**config.mk**
```make
export PLATFORM = sky130hd
export DESIGN_NAME = pp_uart_rx
export DESIGN_NICKNAME = d
export VERILOG_FILES = /design/src/rtl/pp_uart_pkg.sv /design/src/rtl/pp_uart_rx_sampler.sv /design/src/rtl/pp_uart_rx.sv
export SDC_FILE = /design/constraint.sdc
export NUM_CORES = 1
export LEC_CHECK = 0
export ABC_AREA = 1
export BUFFER_PORTS_ARGS = -buffer_cell sky130_fd_sc_hd__buf_4
export CAP_MARGIN = 20
export CORE_MARGIN = 2
export CORE_UTILIZATION = 54
export CTS_BUF_LIST = sky130_fd_sc_hd__clkbuf_8
export CTS_CLUSTER_DIAMETER = 120
export DETAILED_ROUTE_END_ITERATION = 8
export PLACE_DENSITY = 0.9
export SYNTH_ARGS = -nofsm -noshare
export SYNTH_HDL_FRONTEND = slang
export SYNTH_SLANG_ARGS = --single-unit
```
**constraint.sdc**
```tcl
create_clock -name clk -period 1.5 [get_ports clk]
set_clock_uncertainty 0.15 [all_clocks]
set_input_delay 0.075 -clock clk [delete_from_list [all_inputs] [get_ports clk]]
set_output_delay 0.075 -clock clk [all_outputs]
set_load 0.01 [all_outputs]
```
**src/rtl/pp_uart_pkg.sv**
```systemverilog
// ============================================================================
// Module   : pp_uart_pkg
// Purpose  : Shared state encoding and framing constants for the UART receiver.
// Revision : 1.0
// ============================================================================
`default_nettype none

package pp_uart_pkg;

    typedef enum logic [2:0] {
        IDLE   = 3'd0,
        START  = 3'd1,
        DATA   = 3'd2,
        PARITY = 3'd3,
        STOP   = 3'd4
    } rx_state_t;

    localparam int OVERSAMPLE = 16;
    localparam int DATA_BITS  = 8;
    localparam int SCNT_W     = $clog2(OVERSAMPLE);
    localparam int BCNT_W     = $clog2(DATA_BITS);

    localparam logic [SCNT_W-1:0] VOTE_A      = SCNT_W'(7);
    localparam logic [SCNT_W-1:0] VOTE_B      = SCNT_W'(8);
    localparam logic [SCNT_W-1:0] VOTE_C      = SCNT_W'(9);
    localparam logic [SCNT_W-1:0] LAST_SAMPLE = SCNT_W'(OVERSAMPLE - 1);
    localparam logic [BCNT_W-1:0] LAST_BIT    = BCNT_W'(DATA_BITS - 1);

    function automatic logic majority3(input logic a, input logic b, input logic c);
        return (a & b) | (a & c) | (b & c);
    endfunction

endpackage

`default_nettype wire

```
**src/rtl/pp_uart_rx_sampler.sv**
```systemverilog
// ============================================================================
// Module   : pp_uart_rx_sampler
// Purpose  : rxd synchroniser, falling-edge detect and 3-sample majority vote.
// Revision : 1.0
// ============================================================================
`default_nettype none

module pp_uart_rx_sampler
    import pp_uart_pkg::*;
#(
    parameter int SYNC_STAGES = 2
) (
    input  logic              clk,
    input  logic              rst,
    input  logic              soft_rst,
    input  logic              baud_tick,
    input  logic [SCNT_W-1:0] scnt,
    input  logic              rxd,
    output logic              fall,
    output logic              vote
);

    logic [SYNC_STAGES-1:0] sync;
    logic                   rxs;
    logic                   rxs_d;
    logic                   samp_a;
    logic                   samp_b;

    assign rxs = sync[SYNC_STAGES-1];

    always_ff @(posedge clk or negedge rst) begin
        if (!rst) begin
            sync   <= '1;
            rxs_d  <= 1'b1;
            samp_a <= 1'b0;
            samp_b <= 1'b0;
        end else if (!soft_rst) begin
            sync   <= '1;
            rxs_d  <= 1'b1;
            samp_a <= 1'b0;
            samp_b <= 1'b0;
        end else begin
            sync  <= {sync[SYNC_STAGES-2:0], rxd};
            rxs_d <= rxs;
            if (baud_tick && scnt == VOTE_A) samp_a <= rxs;
            if (baud_tick && scnt == VOTE_B) samp_b <= rxs;
        end
    end

    // The third sample is the live value, so the vote is ready on the VOTE_C tick.
    assign fall = rxs_d & ~rxs;
    assign vote = majority3(samp_a, samp_b, rxs);

endmodule

`default_nettype wire

```
**src/rtl/pp_uart_rx.sv**
```systemverilog
// ============================================================================
// Module   : pp_uart_rx
// Purpose  : 16x oversampled UART receiver with one-entry holding register.
//            Optional parity selected by PP_UART_RX_PARITY_EN.
// Revision : 1.0
// ============================================================================
`default_nettype none

module pp_uart_rx
    import pp_uart_pkg::*;
#(
    parameter int SYNC_STAGES = 2
) (
    input  logic                 clk,
    input  logic                 rst,
    input  logic                 soft_rst,
    input  logic                 baud_tick,
    input  logic                 rxd,
`ifdef PP_UART_RX_PARITY_EN
    input  logic                 parity_odd,
`endif
    output logic [DATA_BITS-1:0] rx_data,
    output logic                 rx_valid,
    input  logic                 rx_ready,
    input  logic                 err_clr,
    output logic                 frame_err,
    output logic                 parity_err,
    output logic                 overrun_err,
    output logic                 rx_busy
);

    rx_state_t            state;
    logic [SCNT_W-1:0]    scnt;
    logic [BCNT_W-1:0]    bcnt;
    logic [DATA_BITS-1:0] shreg;
    logic                 fall;
    logic                 vote;
    logic                 tick_vote;
    logic                 tick_last;
    logic                 pop;
    logic                 deliver;
    logic                 load;

    pp_uart_rx_sampler #(
        .SYNC_STAGES (SYNC_STAGES)
    ) u_sampler (
        .clk       (clk),
        .rst       (rst),
        .soft_rst  (soft_rst),
        .baud_tick (baud_tick),
        .scnt      (scnt),
        .rxd       (rxd),
        .fall      (fall),
        .vote      (vote)
    );

    assign tick_vote = baud_tick & (scnt == VOTE_C);
    assign tick_last = baud_tick & (scnt == LAST_SAMPLE);
    assign pop       = rx_valid & rx_ready;
    assign deliver   = (state == STOP) & tick_vote;
    assign load      = deliver & (~rx_valid | pop);
    assign rx_busy   = (state != IDLE);

`ifdef PP_UART_RX_PARITY_EN
    logic par_bad;

    always_ff @(posedge clk or negedge rst) begin
        if (!rst) begin
            par_bad    <= 1'b0;
            parity_err <= 1'b0;
        end else if (!soft_rst) begin
            par_bad    <= 1'b0;
            parity_err <= 1'b0;
        end else begin
            if (state == IDLE && fall)
                par_bad <= 1'b0;
            else if (state == PARITY && tick_vote && (vote != (^shreg ^ parity_odd)))
                par_bad <= 1'b1;
            parity_err <= (deliver & par_bad) | (parity_err & ~err_clr);
        end
    end
`else
    assign parity_err = 1'b0;
`endif

    always_ff @(posedge clk or negedge rst) begin
        if (!rst) begin
            state       <= IDLE;
            scnt        <= '0;
            bcnt        <= '0;
            shreg       <= '0;
            rx_data     <= '0;
            rx_valid    <= 1'b0;
            frame_err   <= 1'b0;
            overrun_err <= 1'b0;
        end else if (!soft_rst) begin
            state       <= IDLE;
            scnt        <= '0;
            bcnt        <= '0;
            shreg       <= '0;
            rx_data     <= '0;
            rx_valid    <= 1'b0;
            frame_err   <= 1'b0;
            overrun_err <= 1'b0;
        end else begin
            if (baud_tick && state != IDLE) scnt <= scnt + 1'b1;

            case (state)
                IDLE: begin
                    if (fall) begin
                        state <= START;
                        scnt  <= '0;
                    end
                end
                START: begin
                    if (tick_vote && vote) begin
                        state <= IDLE;
                        scnt  <= '0;
                    end else if (tick_last) begin
                        state <= DATA;
                        scnt  <= '0;
                        bcnt  <= '0;
                    end
                end
                DATA: begin
                    if (tick_vote) shreg <= {vote, shreg[DATA_BITS-1:1]};
                    if (tick_last) begin
                        scnt <= '0;
                        if (bcnt == LAST_BIT) begin
`ifdef PP_UART_RX_PARITY_EN
                            state <= PARITY;
`else
                            state <= STOP;
`endif
                        end else begin
                            bcnt <= bcnt + 1'b1;
                        end
                    end
                end
`ifdef PP_UART_RX_PARITY_EN
                PARITY: begin
                    if (tick_last) begin
                        state <= STOP;
                        scnt  <= '0;
                    end
                end
`endif
                STOP: begin
                    // Leaving at mid-stop-bit lets the next start edge resynchronise.
                    if (tick_vote) begin
                        state <= IDLE;
                        scnt  <= '0;
                    end
                end
                default: begin
                    state <= IDLE;
                    scnt  <= '0;
                end
            endcase

            if (load) rx_data <= shreg;
            rx_valid    <= load | (rx_valid & ~pop);
            frame_err   <= (deliver & ~vote) | (frame_err & ~err_clr);
            overrun_err <= (deliver & rx_valid & ~pop) | (overrun_err & ~err_clr);
        end
    end

endmodule

`default_nettype wire

```
# After elaboration in Yosys (flattened, before gate mapping)

Cells that the tools add are included.

Bitwise logic cells: 26
Multiplexer cells: 35
$add $sub $neg: 2
Equality and inequality tests: 22
Reductions and logical operators: 9

Operators by type and width:

| kind                                           | count |
|---|---|
| two-way mux 8 bit                              | 5 |
| two-way mux 3 bit                              | 12 |
| two-way mux 4 bit                              | 6 |
| != test 3 bit (second input constant)          | 7 |
| one-hot mux 4 bit (4 select lines)             | 1 |
| bitwise AND 1 bit                              | 15 |
| == test 4 bit (second input constant)          | 3 |
| one-hot mux 3 bit (4 select lines)             | 1 |
| != test 2 x 1 -> 1 bit (second input constant) | 5 |
| AND reduction 5 bit                            | 2 |
| two-way mux 1 bit                              | 8 |
| == test 3 bit (second input constant)          | 2 |
| bitwise OR 1 bit                               | 6 |
| one-hot mux 3 bit (2 select lines)             | 1 |
| NOT 1 bit                                      | 5 |
| adder 4 x 1 -> 4 bit (second input constant)   | 1 |
| == test 4 x 3 -> 1 bit (second input constant) | 1 |
| logical AND 1 bit                              | 4 |
| != test 4 bit (second input constant)          | 1 |
| adder 3 x 1 -> 3 bit (second input constant)   | 1 |
| == test 3 x 1 -> 1 bit (second input constant) | 1 |
| == test 3 x 2 -> 1 bit (second input constant) | 1 |
| logical NOT 3 bit                              | 1 |
| != test 3 x 1 -> 1 bit (second input constant) | 1 |
| other kinds (3)                                | 3 |

Logic and storage cells: 106
Output and inout bits: 13
Input bits: 7
Register bits: 34

# Logic depth before layout (Yosys ltp)

Gate-level depths: netlist (run 1).

Word-level depth: 7
Gate-level depth with buffers: 9
Mapped depth without buffers: 9

# By module

From an unflattened synthesis (run 1), not the netlist that was laid out.

Cell total of the unflattened synthesis: 237
Area total of the unflattened synthesis: 1818.0 µm²

By module, submodules not included:

| module             | sequential area each (µm²) | area an instance (µm²) | cells an instance | instances |
|---|---|---|---|---|
| pp_uart_rx         | 725.7                      | 1570.3                 | 204               | 1 |
| pp_uart_rx_sampler | 128.9                      | 247.7                  | 33                | 1 |

# Least setup slack after synthesis (run 1)

No wires, ideal clock.

Path kind: register to register
Start: register scnt[1]
End: register rx_data[4]
Path slack: -0.043 ns
Clock period less this slack: 1.543 ns
Required time: 1.229 ns
Cell stages (with the launch flop): 9
Arrival time: 1.272 ns
Path buffers: 1
Library setup time: 0.121 ns
Cells stage by stage: dfrtp_1 > inv_1 > ha_1 > nand4_4 > nor2_4 > nand2_2 > buf_6 > nand3_1 > o21ai_1

Word-level cells in the longest chain between the ends: 5

RTL lines:

| what                             | RTL line          | RTL |
|---|---|---|
| start: declaration               | pp_uart_rx.sv:33  | `logic [SCNT_W-1:0] scnt;` |
| start signal: assignment         | pp_uart_rx.sv:106 | `if (baud_tick && state != IDLE) scnt <= scnt + 1'b1;` |
| == test 4 bit                    | pp_uart_rx.sv:57  | `assign tick_vote = baud_tick & (scnt == VOTE_C);` |
| bitwise AND 1 bit                | pp_uart_rx.sv:57  |  |
| bitwise AND 1 bit                | pp_uart_rx.sv:60  | `assign deliver = (state == STOP) & tick_vote;` |
| bitwise AND 1 bit                | pp_uart_rx.sv:61  | `assign load = deliver & (~rx_valid \| pop);` |
| != test 2 x 1 -> 1 bit (no line) | --                |  |
| end signal: assignment           | pp_uart_rx.sv:161 | `if (load) rx_data <= shreg;` |
| end: declaration                 | pp_uart_rx.sv:22  | `output logic [DATA_BITS-1:0] rx_data,` |

No other way between the ends.
A chain may end at the register's enable or synchronous reset.

# Worst setup path after layout (run 1)

Start: register scnt[1]
End: register state[2]

Word-level cells in the longest chain between the ends: 6
Elaborated cells on any way between the ends: 12
Classes of those cells: eq/ne: 5; mux: 3; bitwise: 2; reduce/logical: 2

RTL lines:

| what                               | RTL line          | RTL |
|---|---|---|
| == test 4 bit                      | pp_uart_rx.sv:57  |  |
| bitwise AND 1 bit                  | pp_uart_rx.sv:57  |  |
| logical AND 1 bit                  | pp_uart_rx.sv:116 | `if (tick_vote && vote) begin` |
| two-way mux 3 bit                  | pp_uart_rx.sv:116 |  |
| one-hot mux 3 bit (4 select lines) | pp_uart_rx.sv:108 | `case (state)` |
| two-way mux 3 bit                  | pp_uart_rx.sv:96  | `end else if (!soft_rst) begin` |
| end signal: assignment             | pp_uart_rx.sv:97  | `state <= IDLE;` |
| end signal: assignment             | pp_uart_rx.sv:111 | `state <= START;` |
| end signal: assignment             | pp_uart_rx.sv:117 | `state <= IDLE;` |
| end: declaration                   | pp_uart_rx.sv:32  | `rx_state_t state;` |

Several ways; a longest one is shown, not always the timed one.

==> results of run 1 <==
[cells by family after synthesis]
family,share of synthesized area
buffers and inverters,0.0769
xor gates and xnor gates,0.0158
other,0.00226
adders and majority gates,0.0377
and+or+nand+nor,0.265
AOI/OAI and AO/OA,0.0882
DFF,0.515
[through the flow]
step                instance area (µm²)  worst slack (ps)
detailed placement                 1910              -150
global route                       2260              -265
CTS                                2190              -105
global placement                   1910             -64.4
finish                             2260              -214
floorplan                          1670             -31.8
[registers in the layout, indices dropped and copies added (netlist names)]
register	count
bcnt	3
frame_err	1
overrun_err	1
rx_data	8
rx_valid	1
scnt	4
shreg	8
state	3
u_sampler.rxs_d	1
u_sampler.samp_a	1
u_sampler.samp_b	1
u_sampler.sync	2
[worst max-delay path, stage by stage, from the launching register on]
cell     delay (ps)
dfrtp_1         400
ha_2            200
nand4_1         240
buf_4           230
nor2_2           70
nor2_1           40
nor2_1          120
nand3_1         120
nand2_1          90
[cells in the final DEF, fill, tap and decap left out, types with 4 or more instances in the layout]
master         instances
dfrtp_1               31
o21ai_0                9
nor2_1                 8
buf_4                 35
inv_2                  4
dlygate4sd3_1          4
nand3_2                4
nor2_2                 5
nand2_4                5
nand2_1               34
inv_1                 17
clkbuf_8               5
nand3_1               26
o21ai_1               12
[power by group through the flow]
stage / clock (W) / sequential [W] / combinational [W]
finish: 0.00102 / 0.000941 / 0.000229
global route: 0.00105 / 0.000941 / 0.000250
CTS: 0.00102 / 0.000938 / 0.000192
detailed placement: 0 / 0.000956 / 0.000162
global placement: 0 / 0.000955 / 0.000158
floorplan: 0 / 0.000954 / 0.0000947
[worst max-delay path by stage]
stage | to | slack [ps] | cells after the start
finish | state[2] | -210 | 8
global route | state[2] | -260 | 8
CTS | state[1] | -100 | 8
detailed placement | scnt[1] | -150 | 9
global placement | scnt[1] | -60 | 8
floorplan | rx_data[4] | -30 | 8
[metal layers]
layer	vias to the layer above	GRT usage	share of wire
met4	0	0.104	0.026
li1	718	-	-
met1	757	0.280	0.41
met3	14	0.0459	0.063
met2	86	0.416	0.50
met5	-	0	0
[final cells by class]
class / instances / share of cell area
clock inverters: 3 / 0.0304
inverters: 22 / 0.0365
clock buffers: 5 / 0.0304
flip-flops and latches: 34 / 0.377
well taps: 33 / 0.0182
multi-input cells: 132 / 0.355
repair buffers: 42 / 0.152
[timing repair]
item | in CTS | in global routing
pin swaps | 4 | 7
hold buffers | 4 | 0
gates resized for setup | 14 | 23
setup buffers | 6 | 2
gates cloned | 1 | 0
hold endpoints to repair | 37 | 0
endpoints found under the setup margin | 22 | 32
==> impl_metrics.toml, run 1 <==
[outcome]
status = "finished, violations left"
failed_checks = "negative setup slack"

[final_layout]
final-seq-area_um2 = 855
fill_cells = 168
syn_to_final_growth_pct = 36.4
drive_above_1_share = 0.345
multi_input_area_um2 = 803
finalNetCount = 249
layoutNonFillerInstCount = 271
num_antenna_cells = 0
fin_util = 0.761

[setup_path]
reg2reg_depth = 8
rrSetupSlack_ps = -210
reg2reg_from = "scnt[1]"
cp-end-kind = "flip-flop"
r2r_end = "state[2]"
cp-start-kind = "flip-flop"
worstPathRequired_ps = 1570
crit_fanout = 5
path_class = "flip-flop to flip-flop"
worstPathArrival_ps = 1790
critPathLaunch = "scnt[1]"

[power_and_ir_drop]
p_leak_nw = 1.09
power.density_nw_per_um2 = 966
finalPower_w = 0.00219
peakVddDrop_uv = 658
internal_power_w = 0.00168
p_comb_frac = 0.105
switchingPower_w = 0.000507
p_sw_frac = 0.232
seqPwrFrac = 0.430
clock_power_share = 0.465

[placed_design]
dp_cells = 251
io_buffers = 18
gp_congestion = 0.878
dpl.hpwl_mm = 2.30

[sta]
tns_ps = -2670
fin_crit_sh = 1.14
timing.final.max_slew_violations = 0
rsz0062_at_grt = "yes"
hold_slack_ps = 43.3
final.setup.worst_slack_ps = -214
setup_viol_count_final = 26
hold_viol = 0
fmax_mhz = 584
min_period_ps = 1710

[synth]
syn_area_um2 = 1660
synth-edff-count = 0
synthDistinctLibCells = 29
netlist_instances = 194
yosys-top-cells-count = "nand2_1, dfrtp_1, nand3_1"
ys_seq_area_frac = 0.515
synth_fp_nets = 206
synth_seq_cells = 34
synth_top_flop_cell = "dfrtp_1"
avgSynthCellArea_um2 = 8.56
synth_top_area_share = 0.467
async_flop_share = 1.00
yosysTopAreaCell = "dfrtp_1"
yosysMostFrequentCell = "nand2_1"
yosys_warnings = 0
synth.area.top_cells = "dfrtp_1, nand2_1, nand3_1"

[clocking]
cts_buffer_depth = 2
cts_buffers = 5
cts.clk_slew.worst_paths_ps = 70
cts.sinks = 34
htreeDepth = 2
clkLatencyLatePin_ps = 290
cts_tree = "built"
cts_root_buf = "clkbuf_8"

[floorplan]
die_y_um = 59.5
fp.dieW_um = 59.5
num_rows = 20
die_area_um2 = 3530
ios = 20
core_area_um2 = 2980
initial_core_util = 0.558

[routing]
routed_wl_mm = 4.41
drc = 0
first_pass_iters = 4
vias = 1575
drt_iter0_drc = 165
drt-wirelength-per-cell_um = 16.3
post_drt_via_cell_ratio = 5.81
drt.antenna.violating_nets = 0

[global_route]
grt_usage = 0.238
grt.overflow.total = 0
grt_pass1_wl_mm = 6.24
grt_max_degree = 35
grt_antenna_before_repair = 0
grt_pass1_vias = 1417

[job]
max_cap_viol_count = 0

[hold_path]
hold_end = "u_sampler.samp_b"
hold_path_class = "primary input to flip-flop"
min_path_cells = 4
hold_start = "baud_tick"
Note: power is estimated with default switching activity, not from simulation.
==> run 2, diff against run 1 <==
--- a/config.mk
+++ b/config.mk
@@ -5,7 +5,6 @@
 export SDC_FILE = /design/constraint.sdc
 export NUM_CORES = 1
 export LEC_CHECK = 0
-export ABC_AREA = 1
 export BUFFER_PORTS_ARGS = -buffer_cell sky130_fd_sc_hd__buf_4
 export CAP_MARGIN = 20
 export CORE_MARGIN = 2
@@ -13,7 +12,7 @@
 export CTS_BUF_LIST = sky130_fd_sc_hd__clkbuf_8
 export CTS_CLUSTER_DIAMETER = 120
 export DETAILED_ROUTE_END_ITERATION = 8
-export PLACE_DENSITY = 0.9
+export PLACE_DENSITY = 0.89
 export SYNTH_ARGS = -nofsm -noshare
 export SYNTH_HDL_FRONTEND = slang
 export SYNTH_SLANG_ARGS = --single-unit
==> impl_metrics.toml, run 2 <==
[final_layout]
final_cell_mix = "buf_4, dfrtp_1, nor2b_1"
reg_top3 = "rx_data: 8 flops, shreg: 8 flops, scnt: 4 flops"
syn_to_final_growth_pct = 42.9
finalNetCount = 217
final_common_cell = "buf_4"
layoutNonFillerInstCount = 249
num_antenna_cells = 0
drive_above_1_share = 0.473

[setup_path]
crit_fanout = 5
path_class = "flip-flop to flip-flop"
worstPathArrival_ps = 1980
worstPathRequired_ps = 1530
slowest_delay_ps = 390
cp-end-kind = "flip-flop"
cp-start-kind = "flip-flop"
crit_slowest_cell = "dfrtp_1"
worstPathCellList = "ha_2 -> ha_4 -> or3b_4 -> a211oi_4 -> nor2b_1 -> o21a_1"

[sta]
setup_viol_count_final = 32
tightest_slew_ps = 554
slew_headroom = 0.626
fmax_mhz = 513
final.setup.worst_slack_ps = -449
min_period_ps = 1950
fin_crit_sh = 1.30
timing.final.max_slew_violations = 0
hold_viol = 0
tns_ps = -8870
rsz0062_at_grt = "yes"

[floorplan]
fp.dieW_um = 61.2
core_area_um2 = 3080
ios = 20
die_area_um2 = 3740
initial_core_util = 0.574
die_y_um = 61.2
num_rows = 20

[clocking]
clkLatencyLatePin_ps = 290
cts_buffer_depth = 2
cts_root_buf = "clkbuf_8"
cts.sinks = 34
cts_tree = "built"
cts_buffers = 5
cts.clk_slew.worst_paths_ps = 70
htreeDepth = 2

[synth]
synth_top_area_share = 0.439
synth.area.top_cells = "dfrtp_1, mux2i_1, nor2b_1"
synth_seq_cells = 34
yosys_warnings = 0
synthDistinctLibCells = 40
synth_fp_nets = 163
avgSynthCellArea_um2 = 11.7
netlist_instances = 151
yosysTopAreaCell = "dfrtp_1"
synth_top_flop_cell = "dfrtp_1"
async_flop_share = 1.00
ys_seq_area_frac = 0.484
synth-edff-count = 0
yosysMostFrequentCell = "dfrtp_1"
syn_area_um2 = 1770
yosys-top-cells-count = "dfrtp_1, nor2b_1, mux2i_1"

[routing]
drc = 0
first_pass_iters = 4
vias = 1416
routed_wl_mm = 4.63
drt_iter0_drc = 60
drt-wirelength-per-cell_um = 18.6
drt.antenna.violating_nets = 0
post_drt_via_cell_ratio = 5.69

[placed_design]
io_buffers = 18
gp_congestion = 0.879
dp_cells = 231
dpl.hpwl_mm = 2.40
pre_cts_ws_ps = -434

[outcome]
failed_checks = "negative setup slack"
status = "finished, violations left"

[global_route]
grt_pass1_wl_mm = 6.22
grt_pass1_vias = 1377
grt_max_degree = 35
grt.overflow.total = 0
grt_antenna_before_repair = 0
grt_usage = 0.232

[power_and_ir_drop]
peakVddDrop_uv = 838
power.density_nw_per_um2 = 769
p_leak_nw = 1.10

[hold_path]
hold_path_class = "primary input to flip-flop"

[job]
max_cap_viol_count = 0
run 2: cell types whose count changed in the layout (fill, tap and decap cells not counted), sizes merged, moves of 4 or more:
cell,previous run,this run
nor2,16,4
nand3,30,5
buf,38,50
nand2b,0,7
o21ai,21,1
mux2i,0,18
nor3,1,5
nor2b,0,19
nor3b,0,5
nand2,42,1
inv,21,6
run 2: routing by layer:
metal / part of all wire / routed length [µm] / track usage
met1: 0.37 / 1730 / 0.273
met2: 0.54 / 2500 / 0.383
met3: 0.039 / 179 / 0.0672
met4: 0.046 / 214 / 0.121
met5: 0 / 0 / 0
run 2: layout make-up:
class                   count  area [µm²]
clock buffers               6        82.6
clock inverters             1        30.0
fillers                   159         554
inverters                   6        22.5
multi-input cells         103        1020
flip-flops and latches     34         857
well taps                  44        55.1
repair buffers             55         455
run 2: cells by family after synthesis:
logic type                 synth area share
and+or+nand+nor                       0.213
DFF                                   0.484
AOI/OAI and AO/OA                     0.103
muxes                                 0.102
buffers and inverters                0.0397
adders and majority gates            0.0418
xor gates and xnor gates             0.0149
other                               0.00212
run 2: repair_timing:
action	in CTS	in global routing
buffers inserted	2	8
pin swaps	6	12
endpoints found under the hold margin	40	0
setup endpoints to repair	29	31
hold buffers	5	0
gates resized for setup	13	23
run 2: report_power, final:
group          switching, W  leakage, nW  internal [W]
Combinational     0.0000826        0.585     0.0000703
Sequential       0.00000637        0.461      0.000926
Clock              0.000325       0.0573      0.000531
Total              0.000414         1.10       0.00153
run 2: critical path: cells and delay by family, from the launching register on:
kind | cells | cell delay [ps]
and+or+nand+nor | 2 | 460
AOI/OAI and AO/OA | 2 | 490
adders and majority gates | 2 | 350
DFF | 1 | 390
run 2: final timing paths:
kind,startpoint,endpoint,slack [ps],depth (start not counted)
setup / recovery,bcnt[0],bcnt[0],-450,6
hold / removal,rx_ready,rx_valid,40,3
setup reg to reg,bcnt[0],bcnt[0],-450,6
hold reg to reg,u_sampler.sync[0],u_sampler.sync[1],330,1
max in group asynchronous,rst,u_sampler.rxs_d,750,2
min in group asynchronous,rst,scnt[3],120,2
run 2: metrics by stage:
stage | utilization | hold slack (ps) | power (W) | cell area, µm²
final | 0.820 | 44.6 | 0.00194 | 2520
after global routing | 0.820 | 91.0 | 0.00200 | 2520
after CTS | 0.775 | 16.8 | 0.00193 | 2390
after detailed placement | 0.702 | -104 | 0.00107 | 2160
after global placement | 0.702 | -115 | 0.00106 | 2160
after floorplan | - | -371 | 0.00101 | 1820
==> run 3, diff against run 2 <==
--- a/config.mk
+++ b/config.mk
@@ -7,8 +7,11 @@
 export LEC_CHECK = 0
 export BUFFER_PORTS_ARGS = -buffer_cell sky130_fd_sc_hd__buf_4
 export CAP_MARGIN = 20
+export CELL_PAD_IN_SITES_DETAIL_PLACEMENT = 1
+export CELL_PAD_IN_SITES_GLOBAL_PLACEMENT = 2
+export CORE_ASPECT_RATIO = 0.6
 export CORE_MARGIN = 2
-export CORE_UTILIZATION = 54
+export CORE_UTILIZATION = 36
 export CTS_BUF_LIST = sky130_fd_sc_hd__clkbuf_8
 export CTS_CLUSTER_DIAMETER = 120
 export DETAILED_ROUTE_END_ITERATION = 8
==> impl_metrics.toml, run 3 (synthesis gave the netlist of run 2 again) <==
[outcome]
status = "finished, violations left"
failed_checks = "negative setup slack"

[final_layout]
layoutNonFillerInstCount = 269
syn_to_final_growth_pct = 44.1
reg_top3 = "rx_data: 8 flops, shreg: 8 flops, scnt: 4 flops"
final_cell_mix = "buf_4, dfrtp_1, nor2b_1"
num_antenna_cells = 0
drive_above_1_share = 0.490
final_common_cell = "buf_4"
finalNetCount = 217

[global_route]
grtUsageMet3 = 0.0520
grt_pass1_vias = 1565
grt-busiest-layer = "met2"
grt_usage = 0.207
grt_pass1_wl_mm = 8.43
grt_max_degree = 35
grt_antenna_before_repair = 0
grtUsageMet2 = 0.362
grt_use_met1 = 0.256
grt.overflow.total = 0

[sta]
fin_crit_sh = 1.34
min_period_ps = 2000
timing.final.max_slew_violations = 0
tightest_slew_ps = 589
tns_ps = -11220
fmax_mhz = 499
rsz0062_at_grt = "yes"
final.setup.worst_slack_ps = -503
setup_viol_count_final = 31
hold_viol = 0
slew_headroom = 0.605

[floorplan]
ios = 20
initial_core_util = 0.381
fp.dieW_um = 94.4
die_area_um2 = 5500
num_rows = 19
die_y_um = 58.2
core_area_um2 = 4640

[clocking]
cts_buffer_depth = 2
cts.sinks = 34
htreeDepth = 2
cts_root_buf = "clkbuf_8"
cts.clk_slew.worst_paths_ps = 70
cts_tree = "built"
clkLatencyLatePin_ps = 290
cts_buffers = 5

[placed_design]
gp_congestion = 0.765
io_buffers = 18
dp_cells = 253
dpl.hpwl_mm = 3.36

[routing]
drc = 0
post_drt_via_cell_ratio = 5.12
drt.antenna.violating_nets = 0
first_pass_iters = 4
drt-wirelength-per-cell_um = 20.2
drt_iter0_drc = 53
vias = 1377
routed_wl_mm = 5.44

[setup_path]
reg2reg_depth = 6
cp_num_cells = 6
cp-start-kind = "flip-flop"
crit_fanout = 5
cp-end-kind = "flip-flop"
crit_slowest_cell = "dfrtp_1"
path_buf_inv = 0
worstPathArrival_ps = 2030
slowest_delay_ps = 390
worstPathCellList = "ha_2 -> ha_4 -> or3b_4 -> a211oi_4 -> nor2b_1 -> o21a_1"
worstPathRequired_ps = 1530
crit_family = "compound AO/OA/AOI/OAI gates"
path_class = "flip-flop to flip-flop"

[power_and_ir_drop]
finalPower_w = 0.00192
p_leak_nw = 1.11
power.density_nw_per_um2 = 754
peakVddDrop_uv = 390

[job]
max_cap_viol_count = 0

[hold_path]
min_path_cells = 3
hold_path_class = "primary input to flip-flop"
run 3: worst paths after layout:
check	slack, ps	start	endpoint
setup reg to reg	-500	bcnt[1]	bcnt[0]
max in group asynchronous	750	rst	u_sampler.rxs_d
setup / recovery	-500	bcnt[1]	bcnt[0]
hold reg to reg	350	u_sampler.sync[0]	u_sampler.sync[1]
min in group asynchronous	110	rst	shreg[7]
hold / removal	80	soft_rst	u_sampler.sync[1]
run 3: tightest hold or removal path, cell delays in order:
cell      delay [ps]
buf_4             90
buf_4            260
nand2b_1          90
run 3: cell type report:
cell class                      count  area, µm²
Timing Repair Buffer               55        454
Tap cell                           63       78.8
Sequential cell                    34        857
Clock inverter                      3       40.0
Multi-Input combinational cell    103       1020
Inverter                            6       27.5
Fill cell                         485       2090
Clock buffer                        5       68.8
run 3: what timing repair did:
action	4_1_cts	5_1_grt
pin swaps	12	5
endpoints found under the hold margin	36	0
gates resized for setup	24	17
hold buffers	3	0
endpoints found under the setup margin	30	32
setup buffers	6	5
run 3: power by group:
part | internal [W] | switching (W) | total (W)
combinational | 0.0000665 | 0.0000808 | 0.000147
sequential | 0.000925 | 0.00000807 | 0.000933
clock | 0.000489 | 0.000350 | 0.000839
run 3: metal layers:
metal,wire length [µm],vias to the layer above
met2,2870,25
met3,137,9
met4,68,0
met5,0,-
met1,2370,713
li1,-,630
run 3: metrics by stage:
stage                     hold WS, ps  utilization  setup slack (ps)  instance area, µm²
after floorplan                  -371            -              -337                1820
after global placement           -107        0.476              -356                2210
after detailed placement        -98.0        0.476              -445                2210
after CTS                        42.1        0.537              -451                2490
after global routing             97.5        0.549              -559                2540
final                            80.0        0.549              -503                2540
